[src/rtl/inst_fetch_stage.sv]
`default_nettype none
// =============================================================================
// inst_fetch_stage : fetch PC, single-outstanding ROM handshake, decode queue.  Rev 1.0
// =============================================================================
module inst_fetch_stage #(
  parameter logic [31:0] RESET_PC = 32'hbfc00000,
  parameter int          QDEPTH   = 2
) (
  input  logic        clk,
  input  logic        rst,
  output logic        rom_req,
  output logic [31:0] rom_addr,
  input  logic        rom_ack,
  input  logic [31:0] rom_rdata,
  input  logic        redirect_valid,
  input  logic [31:0] redirect_pc,
  output logic        id_valid,
  input  logic        id_ready,
  output logic [31:0] id_inst,
  output logic [31:0] id_pc
);

  localparam int c_ptr_w = $clog2(QDEPTH);
  localparam int c_cnt_w = $clog2(QDEPTH + 1);
  localparam logic [c_cnt_w-1:0] c_full = c_cnt_w'(QDEPTH);

  typedef enum logic [1:0] {
    S_IDLE    = 2'd0,
    S_REQ     = 2'd1,
    S_DISCARD = 2'd2
  } state_t;

  state_t               r_state;
  state_t               w_state_nxt;
  logic [31:0]          r_pc;
  logic [31:0]          r_hold_addr;
  logic [31:0]          r_inst_q [QDEPTH];
  logic [31:0]          r_pc_q   [QDEPTH];
  logic [c_ptr_w-1:0]   r_rd_ptr;
  logic [c_ptr_w-1:0]   r_wr_ptr;
  logic [c_cnt_w-1:0]   r_count;
  logic [c_cnt_w-1:0]   w_count_nxt;
  logic                 w_push;
  logic                 w_pop;
  logic                 w_empty;

  assign w_empty  = (r_count == '0);
  assign id_valid = !w_empty;
  assign id_inst  = w_empty ? 32'd0 : r_inst_q[r_rd_ptr];
  assign id_pc    = w_empty ? 32'd0 : r_pc_q[r_rd_ptr];

  // While discarding, the ROM still sees the abandoned address until it acks.
  assign rom_req  = (r_state != S_IDLE);
  assign rom_addr = (r_state == S_DISCARD) ? r_hold_addr : r_pc;

  assign w_push      = (r_state == S_REQ) && rom_ack && !redirect_valid;
  assign w_pop       = id_valid && id_ready && !redirect_valid;
  assign w_count_nxt = r_count + c_cnt_w'(w_push) - c_cnt_w'(w_pop);

  always_comb begin
    w_state_nxt = r_state;
    case (r_state)
      S_IDLE: begin
        if (redirect_valid || (r_count < c_full)) w_state_nxt = S_REQ;
      end
      S_REQ: begin
        if (redirect_valid) begin
          w_state_nxt = rom_ack ? S_REQ : S_DISCARD;
        end else if (rom_ack && !(w_count_nxt < c_full)) begin
          w_state_nxt = S_IDLE;
        end
      end
      S_DISCARD: begin
        if (rom_ack) w_state_nxt = S_REQ;
      end
      default: w_state_nxt = S_IDLE;
    endcase
  end

  always_ff @(posedge clk) begin
    if (rst) begin
      r_state     <= S_IDLE;
      r_pc        <= RESET_PC;
      r_hold_addr <= RESET_PC;
      r_count     <= '0;
      r_rd_ptr    <= '0;
      r_wr_ptr    <= '0;
    end else begin
      r_state <= w_state_nxt;
      if (redirect_valid) begin
        r_pc     <= redirect_pc & ~32'd3;
        r_count  <= '0;
        r_rd_ptr <= '0;
        r_wr_ptr <= '0;
        if (r_state == S_REQ) r_hold_addr <= r_pc;
      end else begin
        r_count <= w_count_nxt;
        if (w_push) begin
          r_pc     <= r_pc + 32'd4;
          r_wr_ptr <= r_wr_ptr + c_ptr_w'(1);
        end
        if (w_pop) r_rd_ptr <= r_rd_ptr + c_ptr_w'(1);
      end
    end
  end

  always_ff @(posedge clk) begin
    if (w_push) begin
      r_inst_q[r_wr_ptr] <= rom_rdata;
      r_pc_q[r_wr_ptr]   <= r_pc;
    end
  end

endmodule
`default_nettype wire

[config.mk]
export PLATFORM = sky130hd
export DESIGN_NAME = inst_fetch_stage
export DESIGN_NICKNAME = d
export VERILOG_FILES = /design/src/rtl/inst_fetch_stage.sv
export SDC_FILE = /design/constraint.sdc
export NUM_CORES = 1
export LEC_CHECK = 0
export ABC_AREA = 1
export CORE_ASPECT_RATIO = 1.25
export CORE_UTILIZATION = 48
export CTS_BUF_LIST = sky130_fd_sc_hd__clkbuf_8 sky130_fd_sc_hd__clkbuf_16
export DETAILED_ROUTE_END_ITERATION = 10
export PLACE_DENSITY = 0.75
export SLEW_MARGIN = 20
export SYNTH_ARGS = -nofsm -noshare
export SYNTH_HDL_FRONTEND = slang
export SYNTH_SLANG_ARGS = --single-unit
[constraint.sdc]
create_clock -name clk -period 4.8 [get_ports clk]
set_input_delay 0.96 -clock clk [delete_from_list [all_inputs] [get_ports clk]]
set_output_delay 0.96 -clock clk [all_outputs]
set_load 0.01 [all_outputs]
**Yosys cells after proc, flatten, opt, wreduce, memory -nomap -nowiden**

Memory sizes are Yosys's and may differ from the RTL's. A register that Yosys moved wholly into a read port is not among the register bits.
Cells that the tools add are included.

- Register bits after elaboration: 70
- Bits in writable memories: 128
- Output and inout port bits: 98
- Word-level logic and storage cells: 54
- Memories kept: 2

- $add $sub $neg: 5
- Magnitude comparators: 2
- Equality and inequality tests: 5
- Multiplexer cells: 17
- Reductions and logical operators: 16

Memory list:

| name | depth | bits a word | read ports | clocked after memory_dff | write ports | line | source |
|---|---|---|---|---|---|---|---|
| r_inst_q | 2 | 32 | 1 | 1 | 1 | 37 | `logic [31:0] r_inst_q [QDEPTH];` |
| r_pc_q | 2 | 32 | 1 | 1 | 1 | 38 | `logic [31:0] r_pc_q [QDEPTH];` |

Operator list:

| operator | number |
|---|---|
| $mux W32 | 5 |
| $add A32 B3 Y32 const B | 1 |
| $mux W2 | 5 |
| $mux W1 | 6 |
| $pmux W2 S3 | 1 |
| $logic_and A1 B1 Y1 | 5 |
| $logic_not A2 Y1 | 2 |
| $lt A2 B2 Y1 const B | 2 |
| $ne A2 B2 Y1 const B | 2 |
| $reduce_bool A2 Y1 | 2 |
| $logic_not A1 Y1 | 3 |
| $ne A3 B2 Y1 const B | 1 |
| $reduce_and A3 Y1 | 1 |
| $add A1 B1 Y1 const B | 2 |
| $add A2 B1 Y2 | 1 |
| $eq A2 B1 Y1 const B | 1 |
| $eq A2 B2 Y1 const B | 1 |
| $reduce_and A2 Y1 | 1 |
| $reduce_or A2 Y1 | 1 |
| $sub A2 B1 Y2 | 1 |
| $logic_or A1 B1 Y1 | 1 |

**Logic depth before layout (Yosys ltp)**

Gate-level depths: netlist of run 1.

- Word-level depth: 11
- Mapped depth: 15
- Depth with buffers taken out: 15

**Least setup slack after synthesis of run 1**

OpenSTA, ideal clock, no wires.

- Path kind: input to register
- From: in redirect_valid
- To: mem r_inst_q[0][0], enable pin
- Library setup time: 484 ps
- Arrival time: 3956 ps
- Setup slack: 360 ps
- Stages on the path: 4
- Cells stage by stage: buf_2 -> inv_1 -> nand2_2 -> nor2_1

- Word-level cells in the longest chain between the ends: 4

Ends and longest elaborated chain:

| what | line | source |
|---|---|---|
| from (decl) | 15 | `input logic redirect_valid,` |
| $logic_not A1 Y1 | 56 | `assign w_push = (r_state == S_REQ) && rom_ack && !redirect_valid;` |
| $logic_and A1 B1 Y1 | 56 |  |
| $mux W1 | 108 | `if (w_push) begin` |
| $mux W1 (not written as such) | 109 | `r_inst_q[r_wr_ptr] <= rom_rdata;` |
| to (decl) | 37 |  |

No other way between the ends.

**Worst setup path in the final report of run 1**

- From: reg r_state[0]
- To: out rom_addr[12]

- Word-level cells in the longest chain between the ends: 2

Ends and longest elaborated chain:

| what | line | source |
|---|---|---|
| from (decl) | 33 | `state_t r_state;` |
| from (signal assigned) | 89 | `r_state <= w_state_nxt;` |
| $eq A2 B2 Y1 | 54 | `assign rom_addr = (r_state == S_DISCARD) ? r_hold_addr : r_pc;` |
| $mux W32 | 54 |  |
| to (decl) | 12 | `output logic [31:0] rom_addr,` |

No other way between the ends.

==> reports/results.txt, run 1 <==
status - completed
VDD IR-drop max - 0.232 mV
Critical Path Start - r_state[0]
Placer Congestion - 0.930
setup violators final - 0
pwr/cell area - 331 nW/um^2
fillcell total - 1431
CTS buffer count - 17
Routed WL per cell - 15.8 um
Root Driver - clkbuf_16
flop2flop setup slack - 2.15 ns
Post-Syn Instances - 920
WL final - 20.3 mm
Reg-to-Reg End - r_state[0]
compound-cell area share of the yosys netlist - 12.8%
#FFs+latches synth - 191
Fin Setup TNS - 0 ns
DRT Pass-1 Iters - 7
hold_ws - 0.449 ns
postcts setup bufs - 0
IO Count - 167
critical path type - register to output pin
Remaining DRCs - 0
Slew Viols, Final - 0
ys flop type - edfxtp_1
clock transition at the registers of the reported paths - 0.07 ns
CTS tree - yes
fraction of layout cells with a size suffix above 1 - 6.54%
crit-path max FO - 61
relative slew slack - 26.6%
crit path to - rom_addr[12]
Core ar. - 17000 um^2
starting density of the core - 49.6%
Final Skew - 0.00812 ns
Hold Buf Count CTS - 0
multi-input logic area - 2880 um^2
R2R cell count - 16
leak pwr - 4.00 nW
post-cts sizing count - 0
worst endpoint data arrival time - 2.67 ns
XOR/XNOR Fraction of Synth Area - 1.56%
H-Tree Depth - 4
cell row count - 53
DR iter-0 viols - 535
Max Freq - 275 MHz
area grow syn2layout - 27.8%
Final nets - 1129
asr flop ratio synth - 0%
Cells after DPL - 1258
Final Hold Fails - 0
Port Buf Inserts - 160
Layout Utilization - 63.4%
vias per cell - 5.24
first-pass GRT wire length - 31.9 mm
post-synthesis adder-cell area fraction - 0.446%
Detail Route Antenna Nets - 0
CP Launch Type - register
Reg area - 5070 um^2
unrepaired setup endpoints after global routing - false
syn avg cell area - 9.15 um^2
Bufs on Longest Clock Path - 2
Max Cap Viol - 0
WP data required - 3.84 ns
Simple-Gate Fraction of Synth Area - 18.9%
global-route usage over all layers - 23.1%
worst skew pair latency - 0.43 ns
Cell Count, Final, Fillers Out - 1290
Ant. Diodes - 0
synth warn - 0
Via Count - 6762
Post-synth EDFFs - 124
Num Clock Sinks - 191
Synth Cell Area - 8420 um^2
pin count of the biggest net entering global routing - 64
Die ar. - 18100 um^2
largest family of logic cells by synthesized area - simple AND/OR/NAND/NOR gates
vias in the first global route - 6323
Yosys cell types - 36
post-synthesis mux area share - 0.134%
crit path time final - 3.63 ns
register area share after synthesis - 60.2%
die width - 120 um
initial antenna violation count - 0
HP Class - register to register
DP Wirelength - 13.5 mm
measured slew at the worst slew-check pin - 1.10 ns
crit end category - output pin
Die Y - 150 um
FF-to-FF Start - r_count[1]
grt ovf - 0
Final period util - 75.7%
## power breakdown
group	switching (mW)	total [mW]	leakage, nW	internal, mW
logic	0.173	0.328	2.04	0.155
registers	0.0554	1.86	1.68	1.81
clock network	0.641	1.37	0.283	0.733
## layout make-up
cell class	count	share of cell area [%]
clock buffers	17	3.95
flip-flops and latches	191	47.1
inverters	73	2.55
clock inverters	15	1.42
multi-input cells	606	26.8
well taps	220	2.56
repair buffers	168	15.7
## metal layers
metal / vias to the layer above / part of all wire [%] / GRT usage [%]
met4: 0 / 2.3 / 9.14
met5: - / 0 / 0
met3: 32 / 5.3 / 4.38
met1: 3192 / 41 / 27.0
li1: 3344 / - / -
met2: 194 / 51 / 41.6
## flip-flops by register name, indices dropped and copies added, names as in the netlist, named ones only
| name | cells |
|---|---|
| r_hold_addr | 30 |
| r_inst_q | 64 |
| r_pc | 30 |
| r_pc_q | 60 |
| r_wr_ptr | 1 |
| r_state | 2 |
| r_rd_ptr | 1 |
| r_count | 2 |
## cells in the mapped netlist (2+ instances only)
| library cell | number | area [um^2] |
|---|---|---|
| clkbuf_1 | 35 | 131 |
| buf_4 | 6 | 45.0 |
| a22o_1 | 3 | 26.3 |
| o21ai_1 | 2 | 10.0 |
| nor2_2 | 5 | 31.3 |
| nand2_2 | 5 | 31.3 |
| dfxtp_1 | 67 | 1340 |
| nor3_1 | 2 | 10.0 |
| xnor2_1 | 4 | 35.0 |
| o211ai_1 | 9 | 67.6 |
| nor3_2 | 2 | 20.0 |
| a31oi_1 | 4 | 25.0 |
| nor2_4 | 4 | 45.0 |
| inv_1 | 69 | 259 |
| xor2_1 | 11 | 96.3 |
| ha_1 | 3 | 37.5 |
| buf_2 | 10 | 50.1 |
| edfxtp_1 | 124 | 3720 |
| nand3_1 | 28 | 140 |
| o21ai_0 | 62 | 310 |
| nand4_1 | 8 | 50.1 |
| a21oi_1 | 119 | 596 |
| nand2_4 | 3 | 33.8 |
| nand2_1 | 256 | 961 |
| inv_2 | 4 | 15.0 |
| nor2_1 | 64 | 240 |
| buf_1 | 2 | 7.51 |
## through the flow
stage	total power [mW]	instance area (um^2)	setup slack, ns
final	3.57	10800	1.17
after global routing	3.70	10800	1.02
after CTS	3.58	10800	1.12
after detailed placement	2.22	10200	1.32
after global placement	2.21	10200	1.32
after floorplan	2.05	8430	0.360
## worst min path at each step
| stage | cells past startpoint | start | endpoint |
|---|---|---|---|
| after floorplan | 0 | r_pc[16] | r_pc_q[0][16] |
| after global placement | 2 | r_hold_addr[4] | r_hold_addr[4] |
| after detailed placement | 2 | r_hold_addr[11] | r_hold_addr[11] |
| after CTS | 2 | r_hold_addr[11] | r_hold_addr[11] |
| after global routing | 2 | r_hold_addr[11] | r_hold_addr[11] |
| final | 2 | r_hold_addr[11] | r_hold_addr[11] |
## cells by family (layout without fill, tap and decap cells)
logic type	count (synthesis)	count (layout)
adders and majority gates	3	3
xor gates and xnor gates	15	15
other	1	4
DFF	191	191
AOI/OAI and AO/OA	204	204
muxes	1	1
buffers and inverters	126	273
and+or+nand+nor	379	379
## placed cells by master (no fill, tap or decap), types with 2 or more instances in the layout
| master | Yosys | routed |
|---|---|---|
| buf_4 | 6 | 6 |
| o211ai_1 | 9 | 9 |
| dfxtp_1 | 67 | 66 |
| edfxtp_1 | 124 | 124 |
| buf_12 | 0 | 2 |
| xor2_1 | 11 | 11 |
| a31oi_1 | 4 | 4 |
| clkdlybuf4s50_1 | 0 | 160 |
| nand4_1 | 8 | 8 |
| inv_1 | 69 | 68 |
| nand3_1 | 28 | 28 |
| clkbuf_16 | 0 | 17 |
| nor2_2 | 5 | 5 |
| nor2_4 | 4 | 7 |
| xnor2_1 | 4 | 4 |
| nand2_2 | 5 | 6 |
| inv_8 | 0 | 2 |
| conb_1 | 1 | 4 |
| nand2_1 | 256 | 255 |
| a22o_1 | 3 | 3 |
| inv_6 | 0 | 5 |
| o21ai_0 | 62 | 62 |
| nand2_4 | 3 | 3 |
| nor2_1 | 64 | 61 |
| o21ai_1 | 2 | 2 |
| a21oi_1 | 119 | 119 |
| nor3_1 | 2 | 2 |
| clkinv_4 | 0 | 5 |
| inv_2 | 4 | 4 |
| nor3_2 | 2 | 2 |
| ha_1 | 3 | 3 |
## worst max-delay path: stages, from the launching register on
cell	delay [ns]
dfxtp_1	0.32
inv_1	0.14
nand2_2	0.58
o21ai_0	0.59
clkdlybuf4s50_1	0.62
No activity file was read; power rests on OpenSTA's default activity.
==> run 2, diff against run 1 <==
==> constraint.sdc (replaced) <==
create_clock -name clk -period 3.75 [get_ports clk]
set_input_delay 0.75 -clock clk [delete_from_list [all_inputs] [get_ports clk]]
set_output_delay 0.75 -clock clk [all_outputs]
set_load 0.01 [all_outputs]
==> reports/results.txt, run 2 (synthesized netlist as in run 1, its figures left out) <==
CTS buffer count - 17 (unchanged)
net load switching power - 1.11 mW (+28%)
Remaining DRCs - 0 (unchanged)
Hold Path End - r_hold_addr[21]
Bufs on Longest Clock Path - 2 (unchanged)
Num Clock Sinks - 191 (unchanged)
leak pwr - 4.05 nW (+1.3%)
post-cts sizing count - 0 (unchanged)
HP Class - register to register
first-pass GRT wire length - 31.8 mm (-0.17%)
final non-filler cell area - 10900 um^2 (+0.91%)
CTS tree - yes
measured slew at the worst slew-check pin - 0.713 ns (-0.389 ns)
Hold Buf Count CTS - 0 (unchanged)
relative slew slack - 52.4% (+26 points)
DRT Pass-1 Iters - 5 (-2)
Detail Route Antenna Nets - 0 (unchanged)
Slew Viols, Final - 0 (unchanged)
crit-path max FO - 39 (-36%)
hold depth - 2 (unchanged)
Max Freq - 310 MHz
Reg power frac - 51.3% (-1.0 points)
Fin Setup TNS - 0 ns (unchanged)
area grow syn2layout - 29.0%
Reg-to-Reg End - r_state[0]
pin count of the biggest net entering global routing - 63 (-1.6%)
Ant. Diodes - 0 (unchanged)
WP data required - 3.00 ns (-0.84 ns)
hold path start - r_hold_addr[21]
worst endpoint data arrival time - 2.48 ns (-0.19 ns)
max reg flops - 64 (unchanged)
global routing usage on met2 - 39.1% (-2.5 points)
met3 usage - 4.88% (+0.50 points)
Setup WS post-layout - 0.523 ns (-0.642 ns)
Final Hold Fails - 0 (unchanged)
Logic pwr share - 9.2% (about the same)
global-route usage over all layers - 23.0% (-0.16 points)
cell row count - 53 (unchanged)
die width - 120 um (unchanged)
Largest Register - r_inst_q
Port Buf Inserts - 160 (unchanged)
Clock power frac - 39.4% (+0.9 points)
worst skew pair latency - 0.43 ns (about the same)
CP Launch Type - register
setup violators final - 0 (unchanged)
Slowest-stage cell, CP - nand2_1
clock transition at the registers of the reported paths - 0.07 ns (about the same)
fraction of layout cells with a size suffix above 1 - 6.88% (+0.34 points)
vias in the first global route - 6145 (-2.8%)
Die ar. - 18100 um^2 (unchanged)
commonest non-fill, non-tap cells in the layout - 256 x nand2_1, 160 x clkdlybuf4s50_1, 124 x edfxtp_1
vias per cell - 5.18 (-1.1%)
VDD IR-drop max - 0.263 mV (+13%)
WL final - 20.3 mm (+0.14%)
Final Skew - 0.0123 ns (+0.00415 ns)
Largest regs - r_inst_q (64), r_pc_q (60)
starting density of the core - 49.6% (unchanged)
pre-CTS setup slack - 0.513 ns (-0.806 ns)
postcts setup bufs - 0 (unchanged)
R2R cell count - 15 (-1)
Die Y - 150 um (unchanged)
multi-input logic area - 2880 um^2 (about the same)
Core ar. - 17000 um^2 (unchanged)
Root Driver - clkbuf_16
crit path time final - 3.23 ns
crit end category - output pin
IO Count - 167 (unchanged)
flop2flop setup slack - 1.46 ns (-0.69 ns)
pwr/cell area - 427 nW/um^2 (+29%)
fillcell total - 1409 (-1.5%)
grt ovf - 0 (unchanged)
Final period util - 86.0%
Via Count - 6714 (-0.71%)
status - completed
Sw Ratio - 24.0% (-0.33 points)
DP Wirelength - 13.4 mm (-0.35%)
Internal - 3.52 mW (+31%)
critical path type - register to output pin
DP Area - 10300 um^2 (+0.71%)
H-Tree Depth - 4 (unchanged)
worst stage delay on the critical path - 0.54 ns (-0.08 ns)
Final nets - 1134 (+0.44%)
unrepaired setup endpoints after global routing - false
busiest layer in global routing - met2
Routed WL per cell - 15.7 um (-0.24%)
initial antenna violation count - 0 (unchanged)
DR iter-0 viols - 552 (+3.2%)
Max Cap Viol - 0 (unchanged)
FF-to-FF Start - r_state[1]
Placer Congestion - 0.944 (+1.5%)
CP cell instances - inv_1 -> nand2_1 -> buf_12 -> mux2_2 -> clkdlybuf4s50_1
met1 Use GR - 28.9% (+1.9 points)
Reg area - 5070 um^2 (unchanged)
leading cell type in the layout, fill and taps excluded - nand2_1
run 2: worst max path at each step:
stage                               from              to  slack [ns]  depth (start not counted)
final                         r_state[0]    rom_addr[25]        0.52                          5
after global routing          r_state[0]    rom_addr[14]        0.35                          5
after CTS                     r_state[0]    rom_addr[25]        0.47                          5
after detailed placement         rom_ack      r_state[0]        0.51                         15
after global placement           rom_ack      r_state[0]        0.59                         15
after floorplan           redirect_valid  r_inst_q[0][0]        0.57                          4
run 2: routing by layer:
layer / up-vias / wire [um]
li1: 3351 / -
met1: 3132 / 8800
met2: 203 / 10000
met3: 28 / 1100
met4: 0 / 396
met5: - / 0
run 2: final cells by class:
cell class,instances,area share (%)
repair buffers,173,16.2
well taps,220,2.53
multi-input cells,606,26.5
inverters,73,2.52
flip-flops and latches,191,46.6
clock inverters,15,1.64
clock buffers,17,3.92
run 2: metrics by stage:
| stage | utilization [%] | hold slack [ns] | cells | power, mW |
|---|---|---|---|---|
| 2_1_floorplan | - | 0.420 | 923 | 2.63 |
| 3_3_place_gp | 60.4 | 0.433 | 1263 | 2.84 |
| 3_5_place_dp | 60.4 | 0.438 | 1263 | 2.85 |
| 4_1_cts | 64.0 | 0.448 | 1295 | 4.66 |
| 5_1_grt | 64.0 | 0.468 | 1295 | 4.82 |
| 6_report | 64.0 | 0.446 | 1295 | 4.64 |
run 2: critical path, delay by kind of cell (launching register included):
family | cells | cell delay [ns]
buffers and inverters | 3 | 0.82
flip-flops | 1 | 0.32
multiplexers | 1 | 0.35
AND/OR/NAND/NOR | 1 | 0.54
run 2: power by group through the flow:
stage               clock network, mW  registers [mW]  logic [mW]
global route                     1.96            2.39       0.474
detailed placement                  0            2.43       0.427
global placement                    0            2.42       0.420
finish                           1.83            2.38       0.428
CTS                              1.85            2.38       0.430
floorplan                           0            2.40       0.226
